[src/rtl/pipeline_ctrl_if.sv]
//------------------------------------------------------------------------------
// pipeline_ctrl_if
//
// Bundle of every control signal exchanged between the pipeline sequencer and
// the rest of the 5-stage LEGv8 core (hazard unit, data-memory port, debug
// port, pipeline registers and PC register).
//
// Parameter
//   CNT_W        width of the stall / flush performance counters
//
// Signals (direction as seen by the sequencer, i.e. the slave modport)
//   hdu_stall     in   load-use stall request from the hazard unit
//   mem_br_taken  in   branch resolved taken in MEM
//   dmem_req      in   MEM-stage instruction accesses data memory
//   dmem_ready    in   data memory completes the access this cycle
//   halt_req      in   debug halt request (level)
//   pc_en         out  PC register load enable
//   ifid_en       out  IF/ID load enable
//   ifid_flush    out  IF/ID clear to NOP (wins over enable)
//   idex_en       out  ID/EX load enable
//   idex_flush    out  ID/EX clear to bubble (wins over enable)
//   exmem_en      out  EX/MEM load enable
//   exmem_flush   out  EX/MEM clear to bubble
//   memwb_bubble  out  MEM/WB loads a bubble
//   halted        out  sequencer is in the halted state
//   mem_timeout   out  sticky memory-wait timeout flag
//   stall_cnt     out  saturating stall-cycle counter
//   flush_cnt     out  saturating branch-flush counter
//
// Modports
//   master : the core side that raises requests and consumes the controls
//   slave  : the sequencer itself
//------------------------------------------------------------------------------
interface pipeline_ctrl_if #(
   parameter int CNT_W = 16
);
   // requests into the sequencer
   logic             hdu_stall;
   logic             mem_br_taken;
   logic             dmem_req;
   logic             dmem_ready;
   logic             halt_req;

   // per-register controls out of the sequencer
   logic             pc_en;
   logic             ifid_en;
   logic             ifid_flush;
   logic             idex_en;
   logic             idex_flush;
   logic             exmem_en;
   logic             exmem_flush;
   logic             memwb_bubble;

   // status and performance counters
   logic             halted;
   logic             mem_timeout;
   logic [CNT_W-1:0] stall_cnt;
   logic [CNT_W-1:0] flush_cnt;

   modport master (
      output hdu_stall,
      output mem_br_taken,
      output dmem_req,
      output dmem_ready,
      output halt_req,
      input  pc_en,
      input  ifid_en,
      input  ifid_flush,
      input  idex_en,
      input  idex_flush,
      input  exmem_en,
      input  exmem_flush,
      input  memwb_bubble,
      input  halted,
      input  mem_timeout,
      input  stall_cnt,
      input  flush_cnt
   );

   modport slave (
      input  hdu_stall,
      input  mem_br_taken,
      input  dmem_req,
      input  dmem_ready,
      input  halt_req,
      output pc_en,
      output ifid_en,
      output ifid_flush,
      output idex_en,
      output idex_flush,
      output exmem_en,
      output exmem_flush,
      output memwb_bubble,
      output halted,
      output mem_timeout,
      output stall_cnt,
      output flush_cnt
   );
endinterface

[src/rtl/pipeline_ctrl.sv]
//------------------------------------------------------------------------------
// pipeline_ctrl
//
// Central sequencer for the 5-stage LEGv8 pipeline (IF/ID/EX/MEM/WB).
// Merges the load-use stall request, the taken-branch flush from MEM and the
// data-memory wait handshake into per-register enable / flush controls for
// the PC and every pipeline register. It also implements a debug halt and
// keeps saturating stall / flush performance counters.
//
// Parameters
//   CNT_W        width of stall_cnt / flush_cnt (saturating)
//   MEM_TIMEOUT  number of memory-wait cycles after which mem_timeout latches
//
// Ports
//   clk     in   rising-edge clock, the only clock
//   reset   in   synchronous, active-high reset
//   ctrl    slave modport of pipeline_ctrl_if carrying all requests,
//           register controls, status flags and counters
//
// Control outputs are combinational from the registered state and the
// current requests; state, counters, halted and mem_timeout are registered.
//------------------------------------------------------------------------------
module pipeline_ctrl #(
   parameter int CNT_W       = 16,
   parameter int MEM_TIMEOUT = 64
) (
   input  logic             clk,
   input  logic             reset,
   pipeline_ctrl_if.slave   ctrl
);

   //---------------------------------------------------------------------------
   // Local parameters
   //---------------------------------------------------------------------------
   // The wait counter only has to reach MEM_TIMEOUT; it holds there afterwards
   // so it can never wrap and re-arm the comparison.
   localparam int               WAIT_W     = $clog2(MEM_TIMEOUT + 1);
   localparam logic [WAIT_W-1:0] WAIT_LIMIT = WAIT_W'(MEM_TIMEOUT);
   localparam logic [CNT_W-1:0]  CNT_MAX    = '1;

   typedef enum logic [1:0] {
      ST_RUN      = 2'd0,
      ST_MEM_WAIT = 2'd1,
      ST_HALTED   = 2'd2
   } state_t;

   //---------------------------------------------------------------------------
   // Registers and next-state values
   //---------------------------------------------------------------------------
   state_t              state_q,     state_d;
   logic [WAIT_W-1:0]   wait_cnt_q,  wait_cnt_d;
   logic                timeout_q,   timeout_d;
   logic [CNT_W-1:0]    stall_cnt_q, stall_cnt_d;
   logic [CNT_W-1:0]    flush_cnt_q, flush_cnt_d;

   //---------------------------------------------------------------------------
   // Request decode
   //---------------------------------------------------------------------------
   logic hdu_stall;
   logic br_taken;
   logic halt_req;
   logic mem_stall;

   assign hdu_stall = ctrl.hdu_stall;
   assign br_taken  = ctrl.mem_br_taken;
   assign halt_req  = ctrl.halt_req;

   // An outstanding data-memory access freezes everything up to EX/MEM.
   assign mem_stall = ctrl.dmem_req & ~ctrl.dmem_ready;

   //---------------------------------------------------------------------------
   // Per-register controls (priority: memory wait, branch, load-use, run)
   //---------------------------------------------------------------------------
   logic pc_en;
   logic ifid_en;
   logic ifid_flush;
   logic idex_en;
   logic idex_flush;
   logic exmem_en;
   logic exmem_flush;
   logic memwb_bubble;
   logic stall_hit;     // this cycle counts as a stall cycle
   logic flush_hit;     // this cycle is a branch flush event

   always_comb begin
      // Default is the fully frozen pattern used while halted.
      pc_en        = 1'b0;
      ifid_en      = 1'b0;
      ifid_flush   = 1'b0;
      idex_en      = 1'b0;
      idex_flush   = 1'b0;
      exmem_en     = 1'b0;
      exmem_flush  = 1'b0;
      memwb_bubble = 1'b1;
      stall_hit    = 1'b0;
      flush_hit    = 1'b0;

      if (reset) begin
         // Clear every pipeline register to a bubble while in reset.
         ifid_flush  = 1'b1;
         idex_flush  = 1'b1;
         exmem_flush = 1'b1;
      end else if (state_q != ST_HALTED) begin
         if (mem_stall) begin
            // Freeze PC..EX/MEM and keep the waiting access in MEM; a branch
            // sitting in EX/MEM is held and fires once the memory is ready.
            stall_hit = 1'b1;
         end else if (br_taken) begin
            // Redirect the PC and squash the three younger instructions. A
            // simultaneous load-use stall is dropped: its consumer is one of
            // the squashed instructions.
            pc_en        = 1'b1;
            ifid_en      = 1'b1;
            idex_en      = 1'b1;
            exmem_en     = 1'b1;
            ifid_flush   = 1'b1;
            idex_flush   = 1'b1;
            exmem_flush  = 1'b1;
            memwb_bubble = 1'b0;
            flush_hit    = 1'b1;
         end else if (hdu_stall) begin
            // Hold PC and IF/ID, inject a bubble into ID/EX and let the load
            // move on. idex_en is left high; the flush overrides it anyway.
            idex_en      = 1'b1;
            idex_flush   = 1'b1;
            exmem_en     = 1'b1;
            memwb_bubble = 1'b0;
            stall_hit    = 1'b1;
         end else begin
            pc_en        = 1'b1;
            ifid_en      = 1'b1;
            idex_en      = 1'b1;
            exmem_en     = 1'b1;
            memwb_bubble = 1'b0;
         end
      end
   end

   //---------------------------------------------------------------------------
   // Next state, wait counter, timeout flag and performance counters
   //---------------------------------------------------------------------------
   always_comb begin
      state_d     = state_q;
      wait_cnt_d  = wait_cnt_q;
      timeout_d   = timeout_q;
      stall_cnt_d = stall_cnt_q;
      flush_cnt_d = flush_cnt_q;

      // Saturating counters: they stick at all-ones instead of wrapping.
      if (stall_hit && (stall_cnt_q != CNT_MAX)) begin
         stall_cnt_d = stall_cnt_q + 1'b1;
      end
      if (flush_hit && (flush_cnt_q != CNT_MAX)) begin
         flush_cnt_d = flush_cnt_q + 1'b1;
      end

      case (state_q)
         ST_RUN, ST_MEM_WAIT: begin
            if (mem_stall) begin
               // A halt request is not honoured until the access finishes.
               state_d = ST_MEM_WAIT;
               if (wait_cnt_q != WAIT_LIMIT) begin
                  wait_cnt_d = wait_cnt_q + 1'b1;
               end
               // Latch when this wait cycle brings the count to the limit;
               // the flag then stays set until reset.
               if ((wait_cnt_q + 1'b1) >= WAIT_LIMIT) begin
                  timeout_d = 1'b1;
               end
            end else begin
               wait_cnt_d = '0;
               // Halt is only taken from RUN; the cycle that leaves MEM_WAIT
               // always returns to RUN first.
               if ((state_q == ST_RUN) && halt_req) begin
                  state_d = ST_HALTED;
               end else begin
                  state_d = ST_RUN;
               end
            end
         end
         ST_HALTED: begin
            if (!halt_req) begin
               state_d = ST_RUN;
            end
         end
         default: begin
            state_d    = ST_RUN;
            wait_cnt_d = '0;
         end
      endcase
   end

   always_ff @(posedge clk) begin
      if (reset) begin
         state_q     <= ST_RUN;
         wait_cnt_q  <= '0;
         timeout_q   <= 1'b0;
         stall_cnt_q <= '0;
         flush_cnt_q <= '0;
      end else begin
         state_q     <= state_d;
         wait_cnt_q  <= wait_cnt_d;
         timeout_q   <= timeout_d;
         stall_cnt_q <= stall_cnt_d;
         flush_cnt_q <= flush_cnt_d;
      end
   end

   //---------------------------------------------------------------------------
   // Output drive
   //---------------------------------------------------------------------------
   assign ctrl.pc_en        = pc_en;
   assign ctrl.ifid_en      = ifid_en;
   assign ctrl.ifid_flush   = ifid_flush;
   assign ctrl.idex_en      = idex_en;
   assign ctrl.idex_flush   = idex_flush;
   assign ctrl.exmem_en     = exmem_en;
   assign ctrl.exmem_flush  = exmem_flush;
   assign ctrl.memwb_bubble = memwb_bubble;
   assign ctrl.halted       = (state_q == ST_HALTED);
   assign ctrl.mem_timeout  = timeout_q;
   assign ctrl.stall_cnt    = stall_cnt_q;
   assign ctrl.flush_cnt    = flush_cnt_q;

endmodule

[src/flat_wrapper.sv]
// flat-port wrapper written by rule: the top's interface ports become plain ports
module pipeline_ctrl_flat 
#(
   parameter int CNT_W       = 16,
   parameter int MEM_TIMEOUT = 64
)
  (clk, reset, ctrl_hdu_stall, ctrl_mem_br_taken, ctrl_dmem_req, ctrl_dmem_ready, ctrl_halt_req, ctrl_pc_en, ctrl_ifid_en, ctrl_ifid_flush, ctrl_idex_en, ctrl_idex_flush, ctrl_exmem_en, ctrl_exmem_flush, ctrl_memwb_bubble, ctrl_halted, ctrl_mem_timeout, ctrl_stall_cnt, ctrl_flush_cnt);
  pipeline_ctrl_if #(.CNT_W(CNT_W)) ctrl_i ();
  input  logic clk;
  input  logic reset;
  input wire logic [$bits(ctrl_i.hdu_stall)-1:0] ctrl_hdu_stall;
  input wire logic [$bits(ctrl_i.mem_br_taken)-1:0] ctrl_mem_br_taken;
  input wire logic [$bits(ctrl_i.dmem_req)-1:0] ctrl_dmem_req;
  input wire logic [$bits(ctrl_i.dmem_ready)-1:0] ctrl_dmem_ready;
  input wire logic [$bits(ctrl_i.halt_req)-1:0] ctrl_halt_req;
  output wire logic [$bits(ctrl_i.pc_en)-1:0] ctrl_pc_en;
  output wire logic [$bits(ctrl_i.ifid_en)-1:0] ctrl_ifid_en;
  output wire logic [$bits(ctrl_i.ifid_flush)-1:0] ctrl_ifid_flush;
  output wire logic [$bits(ctrl_i.idex_en)-1:0] ctrl_idex_en;
  output wire logic [$bits(ctrl_i.idex_flush)-1:0] ctrl_idex_flush;
  output wire logic [$bits(ctrl_i.exmem_en)-1:0] ctrl_exmem_en;
  output wire logic [$bits(ctrl_i.exmem_flush)-1:0] ctrl_exmem_flush;
  output wire logic [$bits(ctrl_i.memwb_bubble)-1:0] ctrl_memwb_bubble;
  output wire logic [$bits(ctrl_i.halted)-1:0] ctrl_halted;
  output wire logic [$bits(ctrl_i.mem_timeout)-1:0] ctrl_mem_timeout;
  output wire logic [$bits(ctrl_i.stall_cnt)-1:0] ctrl_stall_cnt;
  output wire logic [$bits(ctrl_i.flush_cnt)-1:0] ctrl_flush_cnt;
  assign ctrl_i.hdu_stall = ctrl_hdu_stall;
  assign ctrl_i.mem_br_taken = ctrl_mem_br_taken;
  assign ctrl_i.dmem_req = ctrl_dmem_req;
  assign ctrl_i.dmem_ready = ctrl_dmem_ready;
  assign ctrl_i.halt_req = ctrl_halt_req;
  assign ctrl_pc_en = ctrl_i.pc_en;
  assign ctrl_ifid_en = ctrl_i.ifid_en;
  assign ctrl_ifid_flush = ctrl_i.ifid_flush;
  assign ctrl_idex_en = ctrl_i.idex_en;
  assign ctrl_idex_flush = ctrl_i.idex_flush;
  assign ctrl_exmem_en = ctrl_i.exmem_en;
  assign ctrl_exmem_flush = ctrl_i.exmem_flush;
  assign ctrl_memwb_bubble = ctrl_i.memwb_bubble;
  assign ctrl_halted = ctrl_i.halted;
  assign ctrl_mem_timeout = ctrl_i.mem_timeout;
  assign ctrl_stall_cnt = ctrl_i.stall_cnt;
  assign ctrl_flush_cnt = ctrl_i.flush_cnt;
  pipeline_ctrl #(.CNT_W(CNT_W), .MEM_TIMEOUT(MEM_TIMEOUT)) u_core (.clk(clk), .reset(reset), .ctrl(ctrl_i));
endmodule
[config.mk]
export PLATFORM = sky130hd
export DESIGN_NAME = pipeline_ctrl_flat
export DESIGN_NICKNAME = d
export VERILOG_FILES = /design/src/rtl/pipeline_ctrl_if.sv /design/src/rtl/pipeline_ctrl.sv /design/src/flat_wrapper.sv
export SDC_FILE = /design/constraint.sdc
export NUM_CORES = 1
export LEC_CHECK = 0
export ABC_AREA = 0
export CORE_MARGIN = 2
export CORE_UTILIZATION = 50
export CTS_CLUSTER_SIZE = 14
export DETAILED_ROUTE_END_ITERATION = 7
export PLACE_DENSITY_LB_ADDON = 0.15
export SYNTH_ARGS = -nofsm -noshare
export SYNTH_HDL_FRONTEND = slang
export SYNTH_SLANG_ARGS = --single-unit
[constraint.sdc]
create_clock -name clk -period 2.45 [get_ports clk]
set_input_delay 0.49 -clock clk [delete_from_list [all_inputs] [get_ports clk]]
set_output_delay 0.49 -clock clk [all_outputs]
set_load 0.1 [all_outputs]
=== After elaboration in Yosys (flattened, before gate mapping) ===
Index checks and enable logic that the tools add are counted.

* $add $sub $neg: 3
* Order comparisons: 1
* Eq/ne operators: 8
* Mux-type cells: 32
* Bitwise gates (word level): 3
* Reductions and logical operators: 7

{| class="wikitable"
|+ Operators with widths
! kind !! number
|-
| 16-bit by 1-bit adder with 16-bit output, second input constant || 2
|-
| 16-bit != test, second input constant || 2
|-
| 1-bit two-way mux || 25
|-
| 7-bit two-way mux || 2
|-
| 7-bit one-hot mux with 2 select lines || 1
|-
| 7-bit by 1-bit adder with 7-bit output, second input constant || 1
|-
| 7-bit >= comparator, second input constant || 1
|-
| 7-bit != test, second input constant || 1
|-
| 2-bit two-way mux || 3
|-
| 2-bit != test, second input constant || 2
|-
| 2-bit one-hot mux with 2 select lines || 1
|-
| 1-bit logical AND || 3
|-
| 3-bit != test, second input constant || 1
|-
| 3-bit AND reduction || 1
|-
| 2-bit by 1-bit equality test with 1-bit output, second input constant || 1
|-
| 2-bit equality test, second input constant || 1
|-
| 2-bit logical NOT || 1
|-
| 1-bit NOT || 2
|-
| 2-bit AND reduction || 1
|-
| 2-bit OR reduction || 1
|-
| 1-bit AND || 1
|}

* Register bits after elaboration: 42
* Input bits: 7
* Output and inout bits: 42

=== Logic depth before layout (Yosys ltp) ===
* Depth in word-level cells: 6
* Mapped depth: 7

=== Least setup slack after synthesis ===
No wires, ideal clock.

* Path type: in2out
* From: in ctrl_dmem_ready
* To: out ctrl_pc_en
* Arrival: 5.292 ns
* Data required time: 1.960 ns
* Slack: -3.332 ns
* Stages on the path: 6
* Cell sequence: nand2b_1 nand2_1 nor2_1 inv_1 a21oi_1 buf_4

* Cells in the longest elaborated chain, start to end: 5

{| class="wikitable"
|+ Ends and longest elaborated chain
! element !! line !! RTL
|-
| start: declaration || flat_wrapper.sv:14 || <nowiki>input wire logic [$bits(ctrl_i.dmem_ready)-1:0] ctrl_dmem_ready;</nowiki>
|-
| 1-bit NOT || pipeline_ctrl.sv:69 || <nowiki>assign mem_stall = ctrl.dmem_req & ~ctrl.dmem_ready;</nowiki>
|-
| 1-bit AND || pipeline_ctrl.sv:69 ||
|-
| 1-bit two-way mux (3 in a row) || n/a ||
|-
| end: declaration || flat_wrapper.sv:16 || <nowiki>output wire logic [$bits(ctrl_i.pc_en)-1:0] ctrl_pc_en;</nowiki>
|}

Every way passes these cells.

=== Worst setup path after layout ===
* From: in ctrl_dmem_ready
* To: out ctrl_pc_en

* Cells in the longest elaborated chain, start to end: 5

{| class="wikitable"
|+ Ends and longest elaborated chain
! element !! line !! RTL
|-
| 1-bit NOT || pipeline_ctrl.sv:69 ||
|-
| 1-bit AND || pipeline_ctrl.sv:69 ||
|-
| 1-bit two-way mux || pipeline_ctrl.sv:104 || <nowiki>if (mem_stall) begin</nowiki>
|-
| 1-bit two-way mux || pipeline_ctrl.sv:103 || <nowiki>end else if (state_q != ST_HALTED) begin</nowiki>
|-
| 1-bit two-way mux || pipeline_ctrl.sv:98 || <nowiki>if (reset) begin</nowiki>
|}

Every way passes these cells.

==> results by group <==
Final layout
  – Fillers: 343
  – Area delta synth->final: 32.4%
  – N_diodes: 0
  – Number of nets in the layout: 315
  – Layout cells sized above 1: 0.269
  – Fin area: 2810 um^2

CTS
  – Clock Tree Root: clkbuf_8
  – CTS tree: built
  – Clock transition at path regs: 0.08 ns
  – Hold-fix buffers, CTS: 0
  – # clock sinks: 42
  – H-tree Lvls: 2
  – Post-CTS setup buffer count: 0
  – Clock latency on the worst-skew pair: 0.30 ns
  – Clock tree buffer depth: 2
  – CTS buffer count: 5
  – CTS resizes: 0

Floorplanning
  – DIE HEIGHT: 69.1 um
  – Initial Util: 0.527
  – Die area: 4780 um^2
  – # IOs: 49
  – Rows: 23
  – Core area: 4030 um^2
  – Die width: 69.1 um

Place
  – Dpl hpwl: 3370 um
  – Post-DP Area: 2710 um^2
  – Pre-CTS worst setup slack: 0.0326 ns
  – # port buffers: 48
  – Final RePlAce weighted congestion: 0.764

Power
  – Pleak: 1.06 nW
  – Power per cell area: 516 nW/um^2
  – Max VDD drop: 0.426 mV

Timing
  – Final min period: 2.36 ns
  – Setup TNS Final: 0 ns
  – Period utilisation layout: 0.963
  – Slew headroom: 0.539
  – Final hold vios: 0
  – RSZ-0062 raised after global routing: no
  – Slew Viols, Final: 0
  – Final Setup Violations: 0
  – Skew final: 0.00599 ns
  – Worst slew pin tran: 0.682 ns
  – Fmax: 424 MHz
  – Final worst slack: 0.0911 ns

Yosys
  – Ys async rst share: 0
  – Syn avg cell area: 8.52 um^2
  – Cell variety after synth: 41
  – Mapped Area: 2120 um^2
  – Sequential area share after synthesis: 0.396
  – Syn nets: 260
  – Area share of the largest cell type after synthesis: 0.396
  – Largest cells by area after synthesis: dfxtp_1 (40%), xnor2_1 (7.8%), nor2_1 (6.5%)
  – Post-Syn Instances: 249
  – Area leader, netlist: dfxtp_1
  – Synth Flop Type: dfxtp_1
  – Flops & latches, synth: 42
  – Syn. warnings: 0
  – EDFF count, synth: 0

Worst hold path
  – Hold WC Path Type: flip-flop to flip-flop

Global routing
  – Total GRT Usage: 0.197
  – Initial antenna violation count: 0
  – Largest net degree at the start of global routing: 26
  – Gr ovfl total: 0
  – First-pass GRT wire length: 7850 um
  – Number of global-route vias before repair: 1780

Detailed routing
  – WL final: 4540 um
  – DRC: 0
  – Antenna Nets Post-Route: 0
  – Iter 0 DRT Violations: 78
  – Detailed-route via count: 1943
  – Routed length per instance: 12.8 um
  – DR pass1 iterations: 4
  – Post-DR vias/cell: 5.47

Critical path
  – Crit path required time: 1.96 ns
  – CP Capture Type: output pin
  – Setup crit start kind: input pin
  – Crit-path max FO: 5
  – CP Class: input pin to output pin
  – Worst EP arrival: 1.87 ns

Flow run
  – Max Cap Viol: 0

Run status
  – Run status: completed
==> cell families (layout without fill, tap and decap cells) <==
family	Yosys count	count (layout)	share of synthesized area
simple gates	126	126	0.321
flops	42	42	0.396
compound gates	27	27	0.0808
xor+xnor	27	27	0.111
buf+inv	20	76	0.0525
fa+ha+maj	4	4	0.0236
mux	3	3	0.0147
==> area by class of cell <==
| type | instances | area [um^2] | share of cell area |
|---|---|---|---|
| clock buffers | 7 | 86.3 | 0.0307 |
| clock inverters | 1 | 8.76 | 0.00312 |
| inverters | 9 | 37.5 | 0.0134 |
| multi-input cells | 187 | 1200 | 0.428 |
| flip-flops and latches | 42 | 853 | 0.304 |
| well taps | 50 | 62.6 | 0.0223 |
| repair buffers | 59 | 558 | 0.199 |
==> state kept, by name (all words and copies together) (netlist names) <==
name,flops
u_core.ctrl.flush_cnt,16
u_core.ctrl.mem_timeout,1
u_core.ctrl.stall_cnt,16
u_core.state_q,2
u_core.wait_cnt_q,7
==> synth_stat cells, types with 2 or more instances <==
library cell  instances
nor3b_1               2
a31oi_1               2
nand2_1              13
or3_1                 5
nand2b_1              8
a21oi_1               9
dfxtp_1              42
nand3_1               9
xnor2_1              19
o21bai_1              4
nand4_1              15
buf_4                 3
inv_1                 9
mux2i_1               2
nor3_1                9
xor2_1                8
nor4_1               10
nor2_1               37
clkbuf_1              3
ha_1                  4
o21ai_0               6
buf_6                 3
and3_1                5
nor4b_1               4
buf_2                 2
==> where the power goes <==
group	internal [mW]	switching, mW	total, mW	leakage [nW]
Combinational	0.0878	0.181	0.269	0.670
Clock	0.233	0.245	0.478	0.0489
Sequential	0.691	0.0111	0.702	0.344
Total	1.01	0.438	1.45	1.06
==> metrics by stage <==
stage / hold slack (ns) / util / total power [mW] / std cells
floorplan: 0.390 / - / 0.911 / 249
global placement: 0.406 / 0.672 / 0.985 / 346
detailed placement: 0.407 / 0.672 / 0.987 / 346
CTS: 0.419 / 0.696 / 1.46 / 354
global route: 0.447 / 0.698 / 1.51 / 355
finish: 0.415 / 0.698 / 1.45 / 355
==> worst max-delay path, cell delays in order <==
cell and delay, ns:
clkdlybuf4s50_1 0.49, nand2b_4 0.16, nand2_4 0.07, nor2_4 0.14, clkinvlp_4 0.13, a21oi_4 0.19
buf_12 0.20
==> path summary, 6_finish.rpt <==
kind	slack [ns]	startpoint	cells past startpoint	endpoint
max	0.09	ctrl_dmem_ready	7	ctrl_pc_en
min	0.42	u_core.state_q[0]$_SDFFE_PP0P_	1	u_core.state_q[1]$_SDFFE_PP0P_
max reg2reg	0.49	u_core.ctrl.flush_cnt[0]$_SDFFE_PP0P_	6	u_core.ctrl.flush_cnt[4]$_SDFFE_PP0P_
min reg2reg	0.42	u_core.state_q[0]$_SDFFE_PP0P_	1	u_core.state_q[1]$_SDFFE_PP0P_
==> routing by layer <==
layer	global-route usage	wire length, um
met2	0.327	2130
met1	0.250	2170
met4	0.0654	64
met3	0.0482	179
met5	0	0
==> layout by cell type (no fill, tap or decap), drive strengths merged, types with 2 or more instances in the layout <==
cell type      instances
or3                    6
dfxtp                 42
clkbuf                 7
nand4                 16
and4                   2
nand2b                 8
nand3                  9
and3                   5
xnor2                 19
nor3b                  2
ha                     4
mux2i                  2
o21bai                 4
nor2                  37
clkdlybuf4s50          6
nor4                  10
buf                   53
nor3                   9
xor2                   8
nand2                 13
nor4b                  4
a21oi                  9
a31oi                  2
o21ai                  6
inv                    9
Note: power is estimated with default switching activity, not from simulation.
